$ cat config.mk
export PLATFORM = sky130hd
export DESIGN_NAME = seq_alu
export DESIGN_NICKNAME = d
export VERILOG_FILES = /design/src/rtl/seq_alu.sv
export SDC_FILE = /design/constraint.sdc
export NUM_CORES = 1
export LEC_CHECK = 0
export ABC_AREA = 1
export CORE_MARGIN = 2
export CORE_UTILIZATION = 54
export CTS_BUF_LIST = sky130_fd_sc_hd__clkbuf_8
export DETAILED_ROUTE_END_ITERATION = 10
export PLACE_DENSITY = 0.8
export SYNTH_ARGS = -nofsm -noshare
export SYNTH_HDL_FRONTEND = slang
export SYNTH_SLANG_ARGS = --single-unit
export TNS_END_PERCENT = 1
$ cat constraint.sdc
create_clock -name clk -period 2.2 [get_ports clk]
set_input_delay 0.44 -clock clk [delete_from_list [all_inputs] [get_ports clk]]
set_output_delay 0.44 -clock clk [all_outputs]
set_load 0.05 [all_outputs]
$ cat src/rtl/seq_alu.sv
// Handshaked ALU with iterative shift-add multiply, restoring divide, an
// accumulator operand mode and {err, ovf, carry, zero} status flags.
module seq_alu #(
   parameter int WIDTH  = 4,
   parameter bit DIV_EN = 1'b1
) (
   input  logic                 clk,
   input  logic                 rst,
   input  logic                 in_valid,
   output logic                 in_ready,
   input  logic [3:0]           op,
   input  logic [WIDTH-1:0]     a,
   input  logic [WIDTH-1:0]     b,
   input  logic                 use_acc,
   output logic                 out_valid,
   input  logic                 out_ready,
   output logic [2*WIDTH-1:0]   result,
   output logic [3:0]           flags,
   output logic                 busy
);

   localparam int SW = $clog2(WIDTH);

   typedef enum logic [1:0] {
      S_IDLE,
      S_BUSY,
      S_DONE
   } state_t;

   typedef enum logic [3:0] {
      OP_ADD   = 4'h0,
      OP_SUB   = 4'h1,
      OP_AND   = 4'h2,
      OP_OR    = 4'h3,
      OP_XOR   = 4'h4,
      OP_NOT   = 4'h5,
      OP_SHL   = 4'h6,
      OP_SHR   = 4'h7,
      OP_MUL   = 4'h8,
      OP_DIV   = 4'h9,
      OP_CMP   = 4'hA,
      OP_PASSB = 4'hB
   } op_t;

   state_t              state, state_nxt;
   logic [WIDTH-1:0]    acc;
   logic [WIDTH-1:0]    hi, lo;       // product / {remainder, quotient} pair
   logic [WIDTH-1:0]    opnd;         // multiplicand or divisor
   logic                is_div;
   logic [SW-1:0]       cnt;

   logic [WIDTH-1:0]    eff_a;
   logic [SW-1:0]       shamt;
   logic [WIDTH:0]      sum_ext, dif_ext;
   logic [2*WIDTH-1:0]  alu_res;
   logic                alu_err, alu_ovf, alu_carry;
   logic                start_mul, start_div, start_iter;

   logic [WIDTH:0]      mul_sum;
   logic [WIDTH:0]      div_trial;
   logic [WIDTH-1:0]    div_rem;
   logic                div_ge;
   logic [WIDTH-1:0]    hi_nxt, lo_nxt;

   assign eff_a      = use_acc ? acc : a;
   assign shamt      = b[SW-1:0];
   assign sum_ext    = {1'b0, eff_a} + {1'b0, b};
   assign dif_ext    = {1'b0, eff_a} - {1'b0, b};
   assign start_iter = start_mul | start_div;

   // NOTE: every output of a combinational block gets a default first, so no path can infer a latch.
   always_comb begin
      alu_res   = '0;
      alu_err   = 1'b0;
      alu_ovf   = 1'b0;
      alu_carry = 1'b0;
      start_mul = 1'b0;
      start_div = 1'b0;
      case (op)
         OP_ADD: begin
            alu_res[WIDTH:0] = sum_ext;
            alu_carry        = sum_ext[WIDTH];
            alu_ovf          = (eff_a[WIDTH-1] == b[WIDTH-1]) && (sum_ext[WIDTH-1] != eff_a[WIDTH-1]);
         end
         OP_SUB: begin
            alu_res[WIDTH-1:0] = dif_ext[WIDTH-1:0];
            alu_carry          = dif_ext[WIDTH];
            alu_ovf            = (eff_a[WIDTH-1] != b[WIDTH-1]) && (dif_ext[WIDTH-1] != eff_a[WIDTH-1]);
         end
         OP_AND:   alu_res[WIDTH-1:0] = eff_a & b;
         OP_OR:    alu_res[WIDTH-1:0] = eff_a | b;
         OP_XOR:   alu_res[WIDTH-1:0] = eff_a ^ b;
         OP_NOT:   alu_res[WIDTH-1:0] = ~eff_a;
         OP_SHL:   alu_res[WIDTH-1:0] = eff_a << shamt;
         OP_SHR:   alu_res[WIDTH-1:0] = eff_a >> shamt;
         OP_MUL:   start_mul = (b != '0);
         OP_DIV: begin
            if (!DIV_EN) begin
               alu_err = 1'b1;
            end else if (b == '0) begin
               alu_res = {eff_a, {WIDTH{1'b1}}};
               alu_err = 1'b1;
            end else begin
               start_div = 1'b1;
            end
         end
         OP_CMP: begin
            alu_res[0] = (eff_a < b);
            alu_carry  = (eff_a == b);
         end
         OP_PASSB: alu_res[WIDTH-1:0] = b;
         default:  alu_err = 1'b1;
      endcase
   end

   // One iteration step: shift-add for multiply, restore-or-subtract for divide.
   assign mul_sum   = {1'b0, hi} + (lo[0] ? {1'b0, opnd} : '0);
   assign div_trial = {hi, lo[WIDTH-1]};
   assign div_ge    = (div_trial >= {1'b0, opnd});
   assign div_rem   = div_trial[WIDTH-1:0] - opnd;

   always_comb begin
      if (is_div) begin
         hi_nxt = div_ge ? div_rem : div_trial[WIDTH-1:0];
         lo_nxt = {lo[WIDTH-2:0], div_ge};
      end else begin
         {hi_nxt, lo_nxt} = {mul_sum, lo[WIDTH-1:1]};
      end
   end

   // NOTE: sequential state uses non-blocking assignments so every register samples pre-edge values.
   always_ff @(posedge clk) begin
      if (rst) state <= S_IDLE;
      else     state <= state_nxt;
   end

   always_comb begin
      state_nxt = state;
      in_ready  = 1'b0;
      out_valid = 1'b0;
      busy      = 1'b0;
      case (state)
         S_IDLE: begin
            in_ready = 1'b1;
            if (in_valid) state_nxt = start_iter ? S_BUSY : S_DONE;
         end
         S_BUSY: begin
            busy = 1'b1;
            if (cnt == '0) state_nxt = S_DONE;
         end
         S_DONE: begin
            out_valid = 1'b1;
            if (out_ready) state_nxt = S_IDLE;
         end
         default: state_nxt = S_IDLE;
      endcase
   end

   always_ff @(posedge clk) begin
      if (rst) begin
         acc    <= '0;
         hi     <= '0;
         lo     <= '0;
         opnd   <= '0;
         is_div <= 1'b0;
         cnt    <= '0;
         result <= '0;
         flags  <= '0;
      end else begin
         case (state)
            S_IDLE: begin
               if (in_valid && in_ready) begin
                  if (start_iter) begin
                     is_div <= start_div;
                     opnd   <= start_div ? b : eff_a;
                     hi     <= '0;
                     lo     <= start_div ? eff_a : b;
                     cnt    <= SW'(WIDTH - 1);
                  end else begin
                     result <= alu_res;
                     flags  <= {alu_err, alu_ovf, alu_carry, (alu_res == '0)};
                  end
               end
            end
            S_BUSY: begin
               hi  <= hi_nxt;
               lo  <= lo_nxt;
               cnt <= cnt - SW'(1);
               if (cnt == '0) begin
                  result <= {hi_nxt, lo_nxt};
                  flags  <= {3'b000, ({hi_nxt, lo_nxt} == '0)};
               end
            end
            S_DONE: begin
               // Error results never reach the accumulator.
               if (out_valid && out_ready && !flags[3]) acc <= result[WIDTH-1:0];
            end
            default: ;
         endcase
      end
   end

endmodule

# Word level (Yosys, flattened, before mapping)

Index checks and enable logic that the tools add are counted.

Bitwise operators: 5
Muxes and demuxes: 44
Equal/unequal tests: 24
Add/sub/neg operators: 5
Shift-type cells: 2
$lt $le $gt $ge: 2
Reduce and logical (&&, ||, !) cells: 20

Operator list:

| cell                 | number |
|---|---|
| $mux W4              | 14 |
| $mux W8              | 4 |
| $pmux W3 S10         | 1 |
| $pmux W4 S2          | 3 |
| $eq A4 B3 Y1 const B | 4 |
| $eq A4 B4 Y1 const B | 4 |
| $logic_not A8 Y1     | 2 |
| $pmux W8 S2          | 1 |
| $mux W2              | 6 |
| $ne A2 B2 Y1 const B | 6 |
| $pmux W1 S11         | 1 |
| $reduce_or A11 Y1    | 1 |
| $add A4 B4 Y5        | 2 |
| $reduce_and A3 Y1    | 3 |
| $eq A4 B2 Y1 const B | 2 |
| $logic_not A4 Y1     | 2 |
| $mux W1              | 7 |
| $pmux W1 S2          | 3 |
| $pmux W2 S3          | 1 |
| $ge A5 B4 Y1         | 1 |
| $logic_and A1 B1 Y1  | 5 |
| $sub A4 B4 Y5        | 1 |
| $and A4 B4 Y4        | 1 |
| $eq A4 B1 Y1 const B | 1 |
| other kinds (23)     | 26 |

Input port bits: 17
Output and inout bits: 15
Register bits after elaboration: 33
Logic and storage cells: 111

# Depth between registers and ports, before layout

Depth in word-level cells: 8
Gate-level depth with buffers: 19
Gate-level depth less buffers: 18

# Least setup slack after synthesis

Ideal clock, no wire load.

Kind: input to register
Start point: input port use_acc
End point: register flags[0]
Data arrival time: 2.232 ns
Setup slack: -0.097 ns
Setup time: 0.064 ns
Cell stages on the path: 14
Data required time: 2.136 ns
Path buffers: 1
Path through: buf_6 nand2_1 o21ai_1 ha_1 fa_1 nand2_1 a21oi_1 o21ai_0 nand3_1 nor2_1 nand2_1 nor3_2 nor2_1 nor2_1

Longest elaborated chain between the ends: 7
Elaborated cells between the ends (all ways): 19
Classes of those cells: add/sub (2); order compare (1); shift (2); mux (9); bitwise (4); reduce/logical (1)

RTL lines:

| element                               | RTL line | source |
|---|---|---|
| start, declared                       | 14       | `input logic use_acc,` |
| $mux W4 (*)                           | 65       | `assign eff_a = use_acc ? acc : a;` |
| $sub A4 B4 Y5 (tied with other cells) | 68       | `assign dif_ext = {1'b0, eff_a} - {1'b0, b};` |
| $pmux W1 S11 (tied with other cells)  | 79       | `case (op)` |
| $logic_not A8 Y1 (*)                  | 181      | `flags <= {alu_err, alu_ovf, alu_carry, (alu_res == '0)};` |
| $mux W4 (*)                           | 173      | `if (start_iter) begin` |
| $mux W4 (*)                           | 172      | `if (in_valid && in_ready) begin` |
| $pmux W4 S2 (*)                       | 170      | `case (state)` |
| end signal, assigned                  | 181      |  |
| end signal, assigned                  | 191      | `flags <= {3'b000, ({hi_nxt, lo_nxt} == '0)};` |
| end, declared                         | 18       | `output logic [3:0] flags,` |

Every way passes the cells marked *; elsewhere a longest branch is shown, timed or not. The select of a mux whose other input is x is not followed.
A chain may end at the register's enable or synchronous reset.

# Worst setup path after layout

Start point: input port op[3]
End point: register flags[0]

Longest elaborated chain between the ends: 6
Elaborated cells between the ends (all ways): 25
Classes of those cells: eq/ne (12); mux (9); bitwise (1); reduce/logical (3)

RTL lines:

| element                              | RTL line | source |
|---|---|---|
| start, declared                      | 11       | `input logic [3:0] op,` |
| $eq A4 B4 Y1 (tied with other cells) | 79       |  |
| $pmux W1 S11 (tied with other cells) | 79       |  |
| $logic_not A8 Y1                     | 181      |  |
| $mux W4                              | 173      |  |
| $mux W4                              | 172      |  |
| $pmux W4 S2                          | 170      |  |

Parallel ways exist; a longest one is shown, timed or not. The select of a mux whose other input is x is not followed.

==> results.ini <==
[setup_path]
timing.reg2reg.setup_slack_ns = 0.08
r2r_start = opnd[2]$_SDFFE_PP0P_
critPathLaunch = op[3]
crit_path_start_kind = input port
rr_worst_depth = 14
cp.required_ns = 2.43
worstReg2RegEnd = flags[0]$_SDFFE_PP0P_
worst_setup_path_end_kind = register
critPathKind = input port to register
crit_end = flags[0]$_SDFFE_PP0P_
crit_fanout = 5
cp.arrival_ns = 2.35

[clock_network]
cts_tree = yes
h-tree-depth = 2
clkTransAtPathRegs_ns = 0.07
clkSinkCount = 33
clockRootBuffer = clkbuf_8
numCtsBuffers = 5
clk_latency_ns = 0.29
holdBufCountCts = 0
clk_path_buf_depth = 2

[sta]
tightestPinTransition_ns = 0.541
rsz0062_at_grt = yes
hold_viol = 0
max_freq_mhz = 471
fin_crit_sh_pct = 96.6
fin_skew_ns = 0.00796
slew_viol_final = 0
finalCriticalPeriod_ns = 2.13
setup_viol = 0
max_slew_margin_pct = 63.9

[synthesis]
synth_warnings = 0
synthXorXnorAreaFrac_pct = 0.578
netlist_instances = 502
synth.distinct_cells = 39
ys_seq_elements = 33
ys_async_sr_fraction_pct = 0
synth_simple_gate_area_share_pct = 38.2
synth_top_family_by_area = simple AND/OR/NAND/NOR gates
synth_compound_area_share_pct = 16.1
yosys.area_share.adder_pct = 12.1
synth.avg_cell_area_um2 = 6.03
synthMuxAreaShare_pct = 0.330
seq_area_frac_synth_pct = 21.8
syn-num-nets = 546
syn_area_mm2 = 0.00303
ys_dominant_reg_cell = dfxtp_1
synth_edf_count = 0

[floorplan]
die_w_um = 78.9
start_util_pct = 55.3
die_area_mm2 = 0.00622
row_count = 27
ios = 32
fp.dieH_um = 78.9
core-area_mm2 = 0.00547

[placed_design]
dpl.hpwl_um = 7690
placed_area_mm2 = 0.00388
gp_congestion = 0.950
io_buffers = 31
dpl.cell_count = 661

[power]
p_per_area_mw_per_mm2 = 454
switching_share_pct = 33.6
irDropWorstVdd_mv = 0.436
power_frac_comb_pct = 34.4
switchingPower_w = 0.000633
p_int_w = 0.00125
pwr-share-clk_pct = 31.2
pwr-share-seq_pct = 34.4
power.leakage_nw = 2.07

[detailed_routing]
drtPass1Iterations = 6
wirelength_um = 9910
wire_per_inst_um = 14.7
drtIter0Drc = 350
num_vias = 3682
ant_nets = 0
vias_per_cell = 5.45
drc = 0

[grt]
grt_pass1_wl_um = 15700
grt_max_degree = 18
gr-total-overflow = 0
grt_pass1_vias = 3394
track_usage_pct = 31.9
antenna_found_initial = 0

[cells_and_area]
drive_gt1_share_pct = 22.6
final_common_cell = nand2_1
syn_to_final_growth_pct = 36.9
finalNonFillerCells = 675
antenna_cells = 0
layout.nets = 646
design_area_mm2 = 0.00415
layout_common_cells = 130 x nand2_1, 72 x buf_4, 61 x nor2_1

[worst_hold_path]
whs_path_depth = 2
hold_path_class = register to register

[outcome]
status = finished clean

[run]
maxCapViolations = 0

per-stage QoR:
stage	setup slack, ns	utilization (%)	setup TNS [ns]	hold slack (ns)	power [W]
floorplan	-0.0376	-	-0.0376	0.429	0.000997
global placement	-0.685	71.0	-5.95	0.452	0.00125
detailed placement	-0.724	71.0	-7.06	0.455	0.00125
CTS	0.0156	73.8	0	0.466	0.00184
global route	-0.131	75.8	-0.218	0.492	0.00197
finish	0.0747	75.8	0	0.467	0.00188
sequential cells by signal, indices dropped and copies added (netlist names):
register,count
cnt,2
hi,4
lo,4
is_div,1
result,8
flags,4
acc,4
opnd,4
state,2
Yosys cell counts (4+ instances only):
cell	instances	share of area, %
nand2_1	135	17
nor2_1	68	8.4
inv_1	66	8.2
a21oi_1	47	7.8
nand3_1	42	6.9
dfxtp_1	33	22
o21ai_0	30	5.0
ha_1	23	9.5
clkbuf_1	4	0.50
fa_1	4	2.6
nor2_4	4	1.5
logic make-up after synthesis:
family | count (synthesis)
DFF | 33
AOI/OAI and AO/OA | 90
xor gates and xnor gates | 2
adders and majority gates | 27
and+or+nand+nor | 268
muxes | 1
buffers and inverters | 81
timing repair:
item,CTS,global route
hold endpoints to repair,0,0
gates resized for setup,24,29
endpoints found under the setup margin,8,7
pin swaps,15,20
setup buffers,1,5
power groups by stage:
stage / Combinational (W) / Clock (W) / Sequential, W
finish: 0.000648 / 0.000586 / 0.000647
global route: 0.000705 / 0.000617 / 0.000649
CTS: 0.000609 / 0.000589 / 0.000645
detailed placement: 0.000594 / 0 / 0.000658
global placement: 0.000588 / 0 / 0.000658
floorplan: 0.000307 / 0 / 0.000690
layout make-up:
cell class | count | area, µm²
inverter | 71 | 272
sequential | 33 | 662
fill | 458 | 1330
timing repair buffer | 103 | 850
tap | 72 | 90.1
clock inverter | 2 | 33.8
multi-input combinational | 388 | 2160
clock buffer | 6 | 82.6
worst max-delay path, stage by stage:
cell             delay, ns
clkdlybuf4s50_1       0.61
inv_1                 0.11
nand2_1               0.18
nor2_1                0.13
nand2_1               0.07
nand2_1               0.05
nor2_1                0.11
nand3_1               0.12
nor2_2                0.15
nand2_1               0.09
nor3_2                0.15
nor2_1                0.06
nor2_1                0.09
worst min-delay path by stage:
stage | startpoint | to | slack (ns)
final | flags[1]$_SDFFE_PP0P_ | flags[1]$_SDFFE_PP0P_ | 0.47
after global routing | flags[1]$_SDFFE_PP0P_ | flags[1]$_SDFFE_PP0P_ | 0.49
after floorplan | acc[2]$_SDFFE_PP0P_ | acc[2]$_SDFFE_PP0P_ | 0.43
after detailed placement | flags[1]$_SDFFE_PP0P_ | flags[1]$_SDFFE_PP0P_ | 0.46
after CTS | flags[1]$_SDFFE_PP0P_ | flags[1]$_SDFFE_PP0P_ | 0.47
after global placement | flags[1]$_SDFFE_PP0P_ | flags[1]$_SDFFE_PP0P_ | 0.45
routing by layer:
layer  GRT usage (%)  share of wire [%]  wire, µm
met3            5.00                8.9       886
met4            8.45                1.9       184
met1            44.3                 45      4410
met5               0                  0         0
met2            51.6                 45      4420
Note: power is estimated with default switching activity, not from simulation.
